==> config.mk <==
export PLATFORM = sky130hd
export DESIGN_NAME = regfile_wb_queue
export DESIGN_NICKNAME = d
export VERILOG_FILES = /design/src/rtl/regfile_pkg.sv /design/src/rtl/wbq_match.sv /design/src/rtl/regfile_wb_queue.sv
export SDC_FILE = /design/constraint.sdc
export NUM_CORES = 1
export LEC_CHECK = 0
export BUFFER_PORTS_ARGS = -buffer_cell sky130_fd_sc_hd__buf_2
export CORE_MARGIN = 2
export CORE_UTILIZATION = 55
export DETAILED_ROUTE_END_ITERATION = 12
export PLACE_DENSITY = 0.9
export SYNTH_ARGS = -nofsm -noshare
export SYNTH_HDL_FRONTEND = slang
export SYNTH_HIERARCHICAL = 1
export SYNTH_SLANG_ARGS = --single-unit
==> constraint.sdc <==
create_clock -name clk -period 4.25 [get_ports clk]
set_input_delay 0.2125 -clock clk [delete_from_list [all_inputs] [get_ports clk]]
set_output_delay 0.2125 -clock clk [all_outputs]
set_load 0.005 [all_outputs]
==> src/rtl/regfile_pkg.sv <==
// regfile_pkg: shared widths, x0 address and queue entry type for the register file writeback path
package regfile_pkg;
  localparam int REG_AW = 5;
  localparam int REG_DW = 32;
  localparam logic [REG_AW-1:0] REG_ZERO = 5'd0;
  typedef struct packed {
    logic              valid;
    logic [REG_AW-1:0] addr;
    logic [REG_DW-1:0] data;
  } wbq_entry_t;
endpackage

==> src/rtl/wbq_match.sv <==
// wbq_match: youngest-entry address match over a circular write queue
// Ports: valid_i/addr_i/data_i entry arrays, head_i oldest slot, lookup_i read address,
//        hit_o any valid match, data_o data of the youngest match (0 when none or lookup is x0)
module wbq_match
  import regfile_pkg::*;
#(
  parameter int DEPTH = 4,
  parameter int AW    = REG_AW,
  parameter int DW    = REG_DW
) (
  input  logic [DEPTH-1:0]       valid_i,
  input  logic [AW-1:0]          addr_i [DEPTH],
  input  logic [DW-1:0]          data_i [DEPTH],
  input  logic [$clog2(DEPTH)-1:0] head_i,
  input  logic [AW-1:0]          lookup_i,
  output logic                   hit_o,
  output logic [DW-1:0]          data_o
);
  localparam int PW = $clog2(DEPTH);
  logic [PW-1:0] idx;
  // Walk oldest to youngest so the last match written is the youngest one.
  always_comb begin
    hit_o  = 1'b0;
    data_o = '0;
    idx    = head_i;
    for (int k = 0; k < DEPTH; k++) begin
      idx = head_i + PW'(k);
      if (valid_i[idx] && addr_i[idx] == lookup_i && lookup_i != AW'(REG_ZERO)) begin
        hit_o  = 1'b1;
        data_o = data_i[idx];
      end
    end
  end
endmodule

==> src/rtl/regfile_wb_queue.sv <==
// regfile_wb_queue: in-order writeback FIFO feeding the register file write port, with read bypass
// Ports: wb_valid/wb_ready/wb_addr/wb_data writeback handshake; rf_stall/rf_we/rf_addr/rf_wdata
//        write port (WE3/A3/WD3); rs1_addr/rs2_addr read addresses with rs*_hit/rs*_data bypass;
//        count pending entries. Bypass match logic only exists when REGFILE_WB_BYPASS_EN is defined.
module regfile_wb_queue
  import regfile_pkg::*;
#(
  parameter int DEPTH = 4,
  parameter int AW    = REG_AW,
  parameter int DW    = REG_DW
) (
  input  logic                     clk,
  input  logic                     rst,
  input  logic                     wb_valid,
  output logic                     wb_ready,
  input  logic [AW-1:0]            wb_addr,
  input  logic [DW-1:0]            wb_data,
  input  logic                     rf_stall,
  output logic                     rf_we,
  output logic [AW-1:0]            rf_addr,
  output logic [DW-1:0]            rf_wdata,
  input  logic [AW-1:0]            rs1_addr,
  input  logic [AW-1:0]            rs2_addr,
  output logic                     rs1_hit,
  output logic [DW-1:0]            rs1_data,
  output logic                     rs2_hit,
  output logic [DW-1:0]            rs2_data,
  output logic [$clog2(DEPTH):0]   count
);
  localparam int PW = $clog2(DEPTH);
  logic [PW-1:0]    head_q, head_d, tail_q, tail_d;
  logic [PW:0]      count_q, count_d;
  logic [DEPTH-1:0] valid_q, valid_d;
  logic [AW-1:0]    addr_q [DEPTH];
  logic [DW-1:0]    data_q [DEPTH];
  logic             push, pop, empty;
  // wb_ready looks only at the registered count so rf_stall never reaches it combinationally.
  always_comb begin
    empty    = count_q == '0;
    wb_ready = count_q != (PW+1)'(DEPTH);
    rf_we    = ~empty & ~rf_stall;
    rf_addr  = empty ? '0 : addr_q[head_q];
    rf_wdata = empty ? '0 : data_q[head_q];
    push     = wb_valid & wb_ready & (wb_addr != AW'(REG_ZERO));
    pop      = rf_we;
    head_d   = pop ? head_q + PW'(1) : head_q;
    tail_d   = push ? tail_q + PW'(1) : tail_q;
    count_d  = count_q + (PW+1)'(push) - (PW+1)'(pop);
    valid_d  = valid_q;
    if (push) valid_d[tail_q] = 1'b1;
    if (pop) valid_d[head_q] = 1'b0;
  end
  assign count = count_q;
  always_ff @(posedge clk) begin
    if (rst) begin
      head_q  <= '0;
      tail_q  <= '0;
      count_q <= '0;
      valid_q <= '0;
    end else begin
      head_q  <= head_d;
      tail_q  <= tail_d;
      count_q <= count_d;
      valid_q <= valid_d;
    end
  end
  always_ff @(posedge clk) begin
    if (push) begin
      addr_q[tail_q] <= wb_addr;
      data_q[tail_q] <= wb_data;
    end
  end
`ifdef REGFILE_WB_BYPASS_EN
  wbq_match #(.DEPTH(DEPTH), .AW(AW), .DW(DW)) u_rs1 (
    .valid_i (valid_q),
    .addr_i  (addr_q),
    .data_i  (data_q),
    .head_i  (head_q),
    .lookup_i(rs1_addr),
    .hit_o   (rs1_hit),
    .data_o  (rs1_data)
  );
  wbq_match #(.DEPTH(DEPTH), .AW(AW), .DW(DW)) u_rs2 (
    .valid_i (valid_q),
    .addr_i  (addr_q),
    .data_i  (data_q),
    .head_i  (head_q),
    .lookup_i(rs2_addr),
    .hit_o   (rs2_hit),
    .data_o  (rs2_data)
  );
`else
  logic unused_rs;
  assign unused_rs = ^{rs1_addr, rs2_addr};
  assign rs1_hit   = 1'b0;
  assign rs1_data  = '0;
  assign rs2_hit   = 1'b0;
  assign rs2_data  = '0;
`endif
endmodule

After elaboration in Yosys (flattened, before gate mapping)
Memories as Yosys holds them, arrays and structs flattened. A register that Yosys moved wholly into a read port is not among the register bits.
Cells that the tools add are included.
{"block": "totals", "regBits": 7, "mem_bits_rw": 148, "input_bits": 51, "output_inout_bits": 108, "elab_cells": 25, "memories": 2}
{"block": "op_classes", "add_sub_neg": 4, "eq_ne": 1, "mux": 8, "bitwise": 5, "n_reduce_logical": 2}
{"name": "data_q", "depth": 4, "word_bits": 32, "rd": 1, "rd_ports_with_merged_regs": 1, "wr": 1, "line": "regfile_wb_queue.sv:35", "text": "logic [DW-1:0] data_q [DEPTH];"}
{"name": "addr_q", "depth": 4, "word_bits": 5, "rd": 1, "rd_ports_with_merged_regs": 1, "wr": 1, "line": "regfile_wb_queue.sv:34", "text": "logic [AW-1:0] addr_q [DEPTH];"}
{"cell": "32-bit two-way mux", "n": 1}
{"cell": "2-bit two-way mux", "n": 4}
{"cell": "5-bit two-way mux", "n": 1}
{"cell": "5-bit nonzero test", "n": 1}
{"cell": "2-bit by 1-bit adder with 2-bit output, second input constant", "n": 2}
{"cell": "3-bit by 1-bit adder with 3-bit output", "n": 1}
{"cell": "1-bit AND", "n": 3}
{"cell": "3-bit zero test", "n": 1}
{"cell": "3-bit inequality test, second input constant", "n": 1}
{"cell": "3-bit by 1-bit subtractor with 3-bit output", "n": 1}
{"cell": "1-bit two-way mux", "n": 2}
{"cell": "1-bit inverter", "n": 2}

Longest topological paths before layout
{"block": "depth", "word_depth": 5, "mapped_depth": 11}

Worst setup path after synthesis
No wires, ideal clock.
{"block": "synth_timing", "path_kind": "reg2reg", "start": "reg count_q[1] (netlist: count[1])", "end": "reg count_q[2] (netlist: count[2])", "setup_time_ns": 0.078, "arrival_time_ns": 2.396, "required_ns": 4.172, "slack_ns": 1.776, "path_stages_with_launch": 12, "synth_period_minus_slack_ns": 2.474, "path_cell_list": "dfxtp_1 -> nor3_1 -> clkbuf_1 -> nor2_1 -> ha_1 -> inv_1 -> ha_1 -> inv_1 -> fa_1 -> xor2_1 -> and2_1 -> nor3_1"}
{"element": "from (decl)", "line": "regfile_wb_queue.sv:32", "text": "logic [PW:0] count_q, count_d;"}
{"element": "from (signal assigned)", "line": "regfile_wb_queue.sv:63", "text": "count_q <= count_d;"}
{"element": "3-bit zero test", "line": "regfile_wb_queue.sv:39", "text": "empty = count_q == '0;"}
{"element": "1-bit inverter", "line": "regfile_wb_queue.sv:41", "text": "rf_we = ~empty & ~rf_stall;"}
{"element": "1-bit AND", "line": "regfile_wb_queue.sv:41"}
{"element": "named net rf_we", "line": "regfile_wb_queue.sv:19", "text": "output logic rf_we,"}
{"element": "3-bit by 1-bit subtractor with 3-bit output", "line": "regfile_wb_queue.sv:48", "text": "count_d = count_q + (PW+1)'(push) - (PW+1)'(pop);"}
The timed path passes the listed nets, and every way through them passes these cells.
A chain may end at the register's enable or synchronous reset.

==> results_dict.tcl <==
set metrics [dict create \
    outcome "complete, no violations" \
    synth_top_cell_area_share 0.676 \
    yosysSeqAreaShare 0.704 \
    routabilityCongestion 0.705 \
    ant_nets 0 \
    grt_max_degree 43 \
    max_slew_margin 0.306 \
    criticalPathCategory "reg2out" \
    hold_path_class "in2reg" \
    clock-skew-final_ns 0.00948 \
    crit_path_cell_trace "buf_4, mux4_2, nor2b_1, buf_2" \
    cts.path.max_buffers 2 \
    setup.worst_path.end_class "output pin" \
    timing.final.ws_setup_ns 1.43 \
    synth_area_um2 6570 \
    synth_compound_area_frac 0.00686 \
    syn-instance-count 352 \
    boundaryPins 159 \
    wl_met2_um 6100 \
    cap_violations 0 \
    vias_per_cell 5.25 \
    dieHeight_um 113 \
    worstPathRequired_ns 4.04 \
    io_buffers 82 \
    nets 510 \
    yosysUniqueCellTypes 27 \
    antenna_cells 0 \
    first_pass_iters 4 \
    cp-start-kind "flip-flop" \
    clkSinkCount 157 \
    worst_pin_slew_ns 1.04 \
    dr_wl_met3_um 747 \
    setup-tns-final_ns 0 \
    grt.overflow.total 0 \
    cts_buffers 17 \
    fillers 758 \
    synth-xor-area-share 0.00133 \
    period_share 0.665 \
    clk_pin_slew_ns 0.06 \
    cp_max_fo 19 \
    drt_drc_violations_left 0 \
    yosys.area_share.simple 0.0531 \
    htree_levels 4 \
    grt_first_pass_wirelength_um 17900 \
    vias 3192 \
    dp_hpwl_um 6640 \
    slew_violations 0 \
    final_common_cell "edfxtp_1" \
    muxShareOfSynthArea 0.131 \
    wl_per_cell_um 18.9 \
    dieArea_um2 12800 \
    drive_above_1_share 0.344 \
    ys_top_cells_by_area "edfxtp_1, mux4_2, buf_4" \
    grt_pass1_vias 3221 \
    post-cts-setup-buffers 0 \
    setup_viol 0 \
    pre_cts_ws_ns 1.66 \
    synthAdderAreaFrac 0.0145 \
    wl_met1_um 4550 \
    antenna_found_initial 0 \
    final_cell_mix "edfxtp_1, buf_2, conb_1" \
    synth_top_family_by_area "multiplexers" \
    ys_ff_latch 157 \
    grt_usage 0.192 \
    core_area_um2 11500 \
    max_stage_delay_ns 0.81 \
    fmax_mhz 354 \
    power.leakage_uw 0.00274 \
    rsz0062_at_grt "false" \
    top_layer "met4" \
    min_period_ns 2.82 \
    ys_warn_count 6 \
    synth_top_area_cell "edfxtp_1" \
    power_density_nw_per_um2 592 \
    wl_um 11500 \
    crit_slowest_cell "dfxtp_2" \
    drt_iter0_markers 133 \
    hold_viol 0 \
    rows 39 \
    cts_root_buffer "clkbuf_16" \
    start_util 0.571 \
    insertion_delay_ns 0.41 \
    fp.dieW_um 113 \
    area_growth_pct 14.9 \
    cts_tree "built" \
    max-vdd-ir-drop_mv 0.405 \
    syn_avg_cell_area_um2 18.7 \
    cp.arrival_ns 2.61 \
]
==> logic make-up after synthesis <==
| family | after synthesis |
|---|---|
| flops | 157 |
| mux | 39 |
| xor+xnor | 1 |
| other cells | 1 |
| buf+inv | 85 |
| compound gates | 6 |
| simple gates | 56 |
| fa+ha+maj | 7 |
==> state kept, by name, summed over array words and instances (netlist names), named ones only <==
| signal | count |
|---|---|
| data_q | 128 |
| addr_q | 20 |
| count | 3 |
| head_q | 2 |
| tail_q | 2 |
==> worst max-delay path: cells and delay by family (launching register included) <==
family | cells | cell delay (ns)
flip-flops | 1 | 0.81
buffers and inverters | 2 | 0.65
multiplexers | 1 | 0.57
AND/OR/NAND/NOR | 1 | 0.18
==> layer usage <==
metal / vias up / global-route usage
li1: 1412 / -
met1: 1605 / 0.236
met2: 165 / 0.327
met3: 10 / 0.0546
met4: 0 / 0.0691
met5: - / 0
==> final timing paths <==
check,startpoint,cells after the start,slack (ns),to
worst max-delay path,flip-flop,4,1.43,rf_wdata[25]
worst min register to register,head_q[1],2,0.48,flip-flop
worst max register to register,count[1],11,1.69,count[2]
worst min-delay path,wb_data[25],1,0.02,data_q[2][25]
==> through the flow <==
stage	cell area (µm²)	util	cells	total power (µW)	hold WS (ns)
global placement	6860	0.596	565	3010	0.421
detailed placement	6860	0.596	565	3060	0.428
floorplan	6810	-	417	2700	0.311
finish	7550	0.655	608	4470	0.0218
CTS	7540	0.654	607	4520	0.000676
global route	7550	0.655	608	4680	0.00563
==> layout make-up <==
cell class / instances / area, µm² / share of cell area
inverter: 6 / 22.5 / 0.00298
tap: 143 / 179 / 0.0237
clock inverter: 13 / 140 / 0.0186
timing repair buffer: 95 / 536 / 0.0710
clock buffer: 19 / 433 / 0.0574
multi-input combinational: 175 / 1610 / 0.213
sequential: 157 / 4630 / 0.613
==> power breakdown <==
group | switching (µW) | leakage, µW | internal (µW)
sequential | 115 | 0.00143 | 1900
clock | 584 | 0.000262 | 867
combinational | 495 | 0.00105 | 511
total | 1190 | 0.00274 | 3280
==> what timing repair did <==
action	4_1_cts	5_1_grt
hold buffers	10	1
endpoints found under the hold margin	36	1
resized for setup	0	0
==> cell usage after synthesis, drive strengths merged <==
cell type,number
nor3,2
or3,1
and2,5
conb,1
xor2,1
edfxtp,148
nor2b,38
o21ai,1
dfxtp,9
fa,1
ha,6
inv,6
o211a,1
or4,2
nor2,5
or3b,1
a21oi,3
o31ai,1
mux2,1
nand2b,2
buf,73
mux4,37
clkbuf,6
mux2i,1
Note: power is estimated with default switching activity, not from simulation.
